## config.mk

```make
export PLATFORM = sky130hd
export DESIGN_NAME = pll_lock_sequencer
export DESIGN_NICKNAME = d
export VERILOG_FILES = /design/src/rtl/pll_lock_sequencer.sv
export SDC_FILE = /design/constraint.sdc
export NUM_CORES = 1
export LEC_CHECK = 0
export BUFFER_PORTS_ARGS = -buffer_cell sky130_fd_sc_hd__buf_2
export CORE_ASPECT_RATIO = 0.6
export CORE_MARGIN = 2
export CORE_UTILIZATION = 40
export CTS_CLUSTER_SIZE = 30
export DETAILED_ROUTE_END_ITERATION = 10
export PLACE_DENSITY = 0.66
export SLEW_MARGIN = 20
export SYNTH_ARGS = -nofsm -noshare
export SYNTH_HDL_FRONTEND = slang
export SYNTH_SLANG_ARGS = --single-unit
```

## constraint.sdc

```tcl
create_clock -name clock_in -period 1.5 [get_ports clock_in]
set_input_delay 0.225 -clock clock_in [delete_from_list [all_inputs] [get_ports clock_in]]
set_output_delay 0.225 -clock clock_in [all_outputs]
set_load 0.02 [all_outputs]
```

## src/rtl/pll_lock_sequencer.sv

```systemverilog
// Turns the raw asynchronous PLL lock flag into a filtered, synchronously released reset and ready flag
// for pixel-clock logic, and counts lock losses seen while running.
module pll_lock_sequencer #(
  parameter int SYNC_STAGES   = 2,
  parameter int STABLE_CYCLES = 1024,
  parameter int HOLD_CYCLES   = 16,
  parameter int LOSS_CNT_W    = 8
) (
  input  logic                  clock_in,
  input  logic                  reset_n,
  input  logic                  locked,
  input  logic                  clear_count,
  output logic                  rst_out_n,
  output logic                  ready,
  output logic                  loss_pulse,
  output logic [LOSS_CNT_W-1:0] loss_count,
  output logic [1:0]            state_dbg
);

  localparam int STABLE_W = $clog2(STABLE_CYCLES + 1);
  localparam int HOLD_W   = (HOLD_CYCLES > 0) ? $clog2(HOLD_CYCLES + 1) : 1;
  localparam logic [STABLE_W-1:0]   STABLE_LAST = STABLE_W'(STABLE_CYCLES - 1);
  localparam logic [HOLD_W-1:0]     HOLD_LAST   = HOLD_W'((HOLD_CYCLES > 0) ? HOLD_CYCLES - 1 : 0);
  localparam logic [LOSS_CNT_W-1:0] LOSS_MAX    = '1;

  typedef enum logic [1:0] {
    WAIT_LOCK = 2'd0,
    STABILIZE = 2'd1,
    HOLD      = 2'd2,
    RUN       = 2'd3
  } state_t;

  state_t                  r_state;
  logic [SYNC_STAGES-1:0]  r_sync;
  logic [STABLE_W-1:0]     r_stableCnt;
  logic [HOLD_W-1:0]       r_holdCnt;
  logic                    r_rstOutN;
  logic                    r_ready;
  logic                    r_lossPulse;
  logic [LOSS_CNT_W-1:0]   r_lossCount;
  logic                    w_lkS;

  always_ff @(posedge clock_in or negedge reset_n) begin
    if (!reset_n) begin
      r_sync <= '0;
    end else begin
      r_sync <= {r_sync[SYNC_STAGES-2:0], locked};
    end
  end

  assign w_lkS = r_sync[SYNC_STAGES-1];

  // The cycle that moves WAIT_LOCK to STABILIZE counts as the first stable cycle.
  always_ff @(posedge clock_in or negedge reset_n) begin
    if (!reset_n) begin
      r_state     <= WAIT_LOCK;
      r_stableCnt <= '0;
      r_holdCnt   <= '0;
      r_rstOutN   <= 1'b0;
      r_ready     <= 1'b0;
      r_lossPulse <= 1'b0;
    end else begin
      r_lossPulse <= 1'b0;
      case (r_state)
        WAIT_LOCK: begin
          if (w_lkS) begin
            r_state     <= STABILIZE;
            r_stableCnt <= STABLE_W'(1);
          end
        end
        STABILIZE: begin
          if (!w_lkS) begin
            r_state     <= WAIT_LOCK;
            r_stableCnt <= '0;
          end else if (r_stableCnt >= STABLE_LAST) begin
            r_stableCnt <= '0;
            r_holdCnt   <= '0;
            if (HOLD_CYCLES == 0) begin
              r_state   <= RUN;
              r_rstOutN <= 1'b1;
              r_ready   <= 1'b1;
            end else begin
              r_state   <= HOLD;
            end
          end else begin
            r_stableCnt <= r_stableCnt + STABLE_W'(1);
          end
        end
        HOLD: begin
          if (!w_lkS) begin
            r_state   <= WAIT_LOCK;
            r_holdCnt <= '0;
          end else if (r_holdCnt >= HOLD_LAST) begin
            r_state   <= RUN;
            r_holdCnt <= '0;
            r_rstOutN <= 1'b1;
            r_ready   <= 1'b1;
          end else begin
            r_holdCnt <= r_holdCnt + HOLD_W'(1);
          end
        end
        RUN: begin
          if (!w_lkS) begin
            r_state     <= WAIT_LOCK;
            r_rstOutN   <= 1'b0;
            r_ready     <= 1'b0;
            r_lossPulse <= 1'b1;
          end
        end
        default: begin
          r_state   <= WAIT_LOCK;
          r_rstOutN <= 1'b0;
          r_ready   <= 1'b0;
        end
      endcase
    end
  end

  // Clear has priority over a loss pulse in the same cycle.
  always_ff @(posedge clock_in or negedge reset_n) begin
    if (!reset_n) begin
      r_lossCount <= '0;
    end else if (clear_count) begin
      r_lossCount <= '0;
    end else if (r_lossPulse && (r_lossCount != LOSS_MAX)) begin
      r_lossCount <= r_lossCount + LOSS_CNT_W'(1);
    end
  end

  assign rst_out_n  = r_rstOutN;
  assign ready      = r_ready;
  assign loss_pulse = r_lossPulse;
  assign loss_count = r_lossCount;
  assign state_dbg  = r_state;

endmodule

```

==> impl_metrics.toml, run 1 <==
[sta]
worst_slack_ns = -0.0648
fmax_mhz = 639
whs_ns = 0.0576
slew_headroom_pct = 74.2
slew_violations = 0
finalSetupViolations = 4
skew_ns = 0.00536
rsz0062_at_grt = "true"
worst_pin_slew_ns = 0.388
hold_viol_final = 0
period_minus_slack_ns = 1.56
fin_crit_sh_pct = 104

[clock_tree]
htreeDepth = 2
clock-root-buffer = "clkbuf_8"
clock_sinks = 30
cts_tree = "yes"
numCtsBuffers = 5
insertion_delay_ns = 0.27
clockBufferDepth = 2
path_clk_slew_ns = 0.06

[final_layout]
nFillCells = 278
final_cells = 234
regArea_um2 = 754
n_antenna_cell = 0
drive_gt1_share_pct = 40.7
area_growth_syn_to_layout_pct = 37.4
multi_input_area_um2 = 785
final_nets = 196

[setup_path]
reg2reg_slack_ns = -0.06
r2r_end = "state_dbg[0]$_DFFE_PN0P_"
r2r_cells = 7
critPathKind = "flip-flop to flip-flop"
critPathArrivalTime_ns = 1.72
endpoint_kind = "flip-flop"
startpoint_type = "flip-flop"
r2r-start = "r_holdCnt[0]$_DFFE_PN0P_"
required_ns = 1.65
crit_fanout = 3

[floorplan]
io-pin-count = 17
initial_core_util_pct = 43.3
die_area_um2 = 4180
rows = 16
die-width_um = 82.1
die_h_um = 50.9
coreArea_um2 = 3380

[drt]
antenna_left = 0
first_pass_iters = 4
wl_per_cell_um = 14.3
drc = 0
via_per_inst = 5.26
drt_iter0_markers = 41
finalWirelength_um = 3360
dr_total_vias = 1230

[yosys]
syn_avg_cell_area_um2 = 10.6
netlist_instances = 138
yosys_warnings = 0
synth_fp_nets = 146
syn_area_um2 = 1470
ys_async_sr_fraction_pct = 100
synth_cell_types = 41
ys_ff_latch = 30
synthFlopType = "dfrtp_1"
seq_area_frac_synth_pct = 51.2
synth_edf_count = 0

[worst_hold_path]
hold_path_end = "r_sync[0]$_DFF_PN0_"
hold_path_depth = 1
min_path_type = "input pin to flip-flop"
hold_path.startpoint = "locked"

[power]
p_per_area_nw_per_um2 = 802
leakagePower_nw = 0.932
peakVddDrop_mv = 0.494
p_total_mw = 1.62

[grt]
grt_max_degree = 18
grt_usage_pct = 18.1
grt_pass1_vias = 1192
grt_overflow = 0
grt_first_pass_wirelength_um = 5410
antenna_found_initial = 0

[flow_run]
drv_cap = 0

[outcome]
failed_checks = "negative setup slack"
status = "finished, violations left"

[placement]
dp_cells = 219
post-dp-hpwl_um = 2390
routabilityCongestion = 0.893
port_buffers = 16
==> cell usage in the layout, fill, tap and decap left out, types with 2 or more instances in the layout <==
cell,instances
dfrtp_1,27
buf_4,27
nor2_1,17
buf_2,16
nand4_1,9
nand2_1,8
xor2_1,8
clkbuf_8,6
inv_1,3
nor3_1,3
and3_1,3
mux2i_1,3
a21oi_1,3
dfrtp_2,3
nand2_2,2
o21ai_1,2
nand3_1,2
o211ai_1,2
o21ai_0,2
and2_1,2
nor2b_1,2
o2bb2ai_2,2
a31oi_1,2
a21oi_2,2
xnor2_1,2
ha_2,2
ha_4,2
buf_6,2
==> state kept, by name (all words and copies together) (netlist names) <==
name / flops
r_holdCnt: 5
r_stableCnt: 11
ready: 1
loss_count: 8
r_sync: 2
state_dbg: 2
loss_pulse: 1
==> synth_stat cells, types with 2 or more instances <==
cell       instances  area, µm²
a21oi_1            4       20.0
a31oi_1            2       12.5
and2_1             2       12.5
and3_1             4       25.0
dfrtp_1           30        751
ha_1               4       50.1
inv_1              3       11.3
mux2i_1            3       30.0
nand2_1           10       37.5
nand3_1            2       10.0
nand4_1            9       56.3
nor2_1            19       71.3
nor2b_1            2       12.5
nor3_1             4       20.0
o211ai_1           2       15.0
o21ai_0            3       15.0
o21ai_1            2       10.0
o2bb2ai_1          2       17.5
xnor2_1            2       17.5
xor2_1             8       70.1
==> report_power, final <==
| group | leakage [nW] | switching [mW] | internal [mW] |
|---|---|---|---|
| clock network | 0.0482 | 0.279 | 0.369 |
| logic | 0.480 | 0.0744 | 0.0605 |
| registers | 0.404 | 0.00924 | 0.823 |
==> cell families after synthesis <==
group,after synthesis,synth area share (%)
buf+inv,6,1.88
mux,4,2.82
xor+xnor,10,5.98
compound gates,25,14.0
fa+ha+maj,4,3.42
simple gates,59,20.7
flops,30,51.2
==> area by class of cell <==
class                           instances  area share (%)
Clock buffer                            7            4.29
Multi-Input combinational cell        102            39.0
Tap cell                               45            2.80
Timing Repair Buffer                   46            15.7
Inverter                                3           0.559
Clock inverter                          1           0.249
Sequential cell                        30            37.5
==> stage by stage <==
step	instance area, µm²	setup slack (ns)	util [%]	setup TNS [ns]
4_1_cts	1910	-0.0617	56.6	-0.238
3_3_place_gp	1790	0.00966	53.0	0
5_1_grt	2010	-0.154	59.5	-0.787
6_report	2010	-0.0648	59.5	-0.143
3_5_place_dp	1790	-0.0797	53.0	-0.289
2_1_floorplan	1500	-0.0309	-	-0.0309
==> layer usage <==
metal	track usage, %	vias to the layer above	routed length (µm)
li1	-	607	-
met1	22.8	601	1520
met2	28.6	20	1680
met3	5.30	2	119
met4	8.61	0	38
met5	0	-	0
==> worst max path at each step <==
| stage | startpoint | end | slack [ns] | depth (start not counted) |
|---|---|---|---|---|
| final | r_holdCnt[0]$_DFFE_PN0P_ | state_dbg[0]$_DFFE_PN0P_ | -0.06 | 7 |
| after global routing | r_holdCnt[0]$_DFFE_PN0P_ | state_dbg[0]$_DFFE_PN0P_ | -0.15 | 7 |
| after CTS | r_holdCnt[1]$_DFFE_PN0P_ | r_holdCnt[2]$_DFFE_PN0P_ | -0.06 | 7 |
| after detailed placement | r_holdCnt[1]$_DFFE_PN0P_ | r_holdCnt[0]$_DFFE_PN0P_ | -0.08 | 7 |
| after global placement | r_holdCnt[1]$_DFFE_PN0P_ | r_holdCnt[2]$_DFFE_PN0P_ | 0.01 | 7 |
| after floorplan | r_holdCnt[1]$_DFFE_PN0P_ | r_holdCnt[2]$_DFFE_PN0P_ | -0.03 | 7 |
==> worst max-delay path, stage by stage, from the launching register on <==
cell	delay [ns]
dfrtp_1	0.40
ha_2	0.20
and3_4	0.17
ha_4	0.15
nor2_4	0.08
nand4b_1	0.14
buf_4	0.18
o311a_1	0.11
==> what timing repair did <==
| action | CTS | global route |
|---|---|---|
| gates resized for setup | 3 | 14 |
| hold buffers | 1 | 0 |
| endpoints found under the setup margin | 7 | 15 |
| hold endpoints to repair | 16 | 0 |
| buffers inserted | 1 | 5 |
| pin swaps | 2 | 10 |
Note: power is estimated with default switching activity, not from simulation.
==> inputs of run 2 (changes only) <==
--- a/config.mk
+++ b/config.mk
@@ -6,7 +6,6 @@
 export NUM_CORES = 1
 export LEC_CHECK = 0
 export BUFFER_PORTS_ARGS = -buffer_cell sky130_fd_sc_hd__buf_2
-export CORE_ASPECT_RATIO = 0.6
 export CORE_MARGIN = 2
 export CORE_UTILIZATION = 40
 export CTS_CLUSTER_SIZE = 30
==> impl_metrics.toml, run 2 (synthesis results as in run 1) <==
[sta]
worst_slack_ns = -0.0462
skew_ns = 0.00365
rsz0062_at_grt = "true"
fin_setup_tns_ns = -0.143
slew_headroom_pct = 68.5
hold_viol_final = 0
worst_pin_slew_ns = 0.472
fin_crit_sh_pct = 103
period_minus_slack_ns = 1.55
fmax_mhz = 647
slew_violations = 0
finalSetupViolations = 4

[clock_tree]
numCtsBuffers = 5
path_clk_slew_ns = 0.09
cts_tree = "yes"
htreeDepth = 2
clock-root-buffer = "clkbuf_4"
clockBufferDepth = 2
insertion_delay_ns = 0.33
clock_sinks = 30

[final_layout]
multi_input_area_um2 = 786
area_growth_syn_to_layout_pct = 34.2
final_cells = 231
final_util_pct = 57.6
layout.cells.most_common = "dfrtp_1"
n_antenna_cell = 0
final_cell_mix = "dfrtp_1 (28), buf_4 (24), nor2_1 (18), buf_2 (16), nand2_1 (10)"
drive_gt1_share_pct = 37.8
regArea_um2 = 753
final_nets = 192
nFillCells = 302
largest_reg_flops = 11
top_register = "r_stableCnt"

[drt]
first_pass_iters = 4
antenna_left = 0
wl_per_cell_um = 13.5
drt_iter0_markers = 74
via_per_inst = 5.28
dr_total_vias = 1219
finalWirelength_um = 3110
drc = 0

[floorplan]
die_area_um2 = 4160
rows = 21
io-pin-count = 17
die_h_um = 64.5
die-width_um = 64.5
initial_core_util_pct = 42.9
coreArea_um2 = 3420

[setup_path]
crit_fanout = 5
r2r-start = "r_stableCnt[0]$_DFFE_PN0P_"
crit_path_start = "r_stableCnt[0]$_DFFE_PN0P_"
cp-endpoint = "r_holdCnt[0]$_DFFE_PN0P_"
r2r_cells = 5
critPathKind = "flip-flop to flip-flop"
endpoint_kind = "flip-flop"
path_cells = "ha_2 > a21o_1 > a41oi_4 > a2bb2oi_4 > mux2_4"
r2r_end = "r_holdCnt[0]$_DFFE_PN0P_"
cpPeakStageDelay_ns = 0.41
startpoint_type = "flip-flop"
required_ns = 1.77
critPathSlowestCell = "dfrtp_1"
reg2reg_slack_ns = -0.05
critPathArrivalTime_ns = 1.82

[grt]
grt_first_pass_wirelength_um = 5480
grt_overflow = 0
antenna_found_initial = 0
grt_pass1_vias = 1192
grt_max_degree = 17
grt_usage_pct = 17.2

[power]
peakVddDrop_mv = 0.485
p_total_mw = 1.55
p_per_area_nw_per_um2 = 788
leakagePower_nw = 0.913

[outcome]
status = "finished, violations left"
failed_checks = "negative setup slack"

[placement]
dp_slack_ns = -0.0763
port_buffers = 16
routabilityCongestion = 0.785
post-dp-hpwl_um = 2290
dp_cells = 217

[flow_run]
drv_cap = 0

[worst_hold_path]
min_path_type = "input pin to flip-flop"
-- run 2: cell types whose count changed in the layout (fill, tap and decap cells not counted), moves of 2 or more --
cell / delta
buf_4: -3
buf_6: -2
nand2_1: +2
clkbuf_8: -3
nand2_2: -2
clkbuf_4: +5
-- run 2: worst max-delay path, delay by kind of cell, from the launching register on --
| family | cells | cell delay [ns] |
|---|---|---|
| mux | 1 | 0.18 |
| compound gates | 3 | 0.72 |
| fa+ha+maj | 1 | 0.18 |
| flops | 1 | 0.41 |
-- run 2: area by class of cell --
type                            count  area share, %
Sequential cell                    30           38.3
Inverter                            3          0.573
Clock buffer                        8           4.01
Multi-Input combinational cell    102           39.9
Timing Repair Buffer               42           14.2
Tap cell                           46           2.93
-- run 2: per-stage QoR --
stage                     cell area (µm²)  hold WS [ns]
after floorplan                      1500       -0.0706
final                                1970         0.157
after detailed placement             1770         0.148
after global routing                 1970         0.137
after global placement               1770         0.141
after CTS                            1920         0.140
-- run 2: how the worst min path moves through the flow --
stage | from | end | slack (ns) | cells after the start
after floorplan | reset_n | loss_count[0]$_DFFE_PN0P_ | -0.07 | 0
after global placement | reset_n | loss_count[6]$_DFFE_PN0P_ | 0.14 | 1
after detailed placement | reset_n | loss_count[2]$_DFFE_PN0P_ | 0.15 | 1
after CTS | clear_count | loss_count[6]$_DFFE_PN0P_ | 0.14 | 2
after global routing | clear_count | loss_count[6]$_DFFE_PN0P_ | 0.14 | 2
final | clear_count | loss_count[6]$_DFFE_PN0P_ | 0.16 | 2
-- run 2: per-layer routing --
metal	global-route usage (%)	share of wire, %
met4	6.38	1.8
met2	28.6	48
met3	5.21	4.4
met1	21.1	46
met5	0	0
-- run 2: where the power goes --
group,internal (mW),switching [mW]
registers,0.822,0.0118
clock network,0.320,0.275
logic,0.0507,0.0707
total,1.19,0.357
-- run 2: repair_timing --
action                     4_1_cts  5_1_grt
pin swaps                        5        6
setup buffers                    1        3
resized for setup                7        5
hold buffers                     2        0
setup endpoints to repair        5       20
hold endpoints to repair        15        0
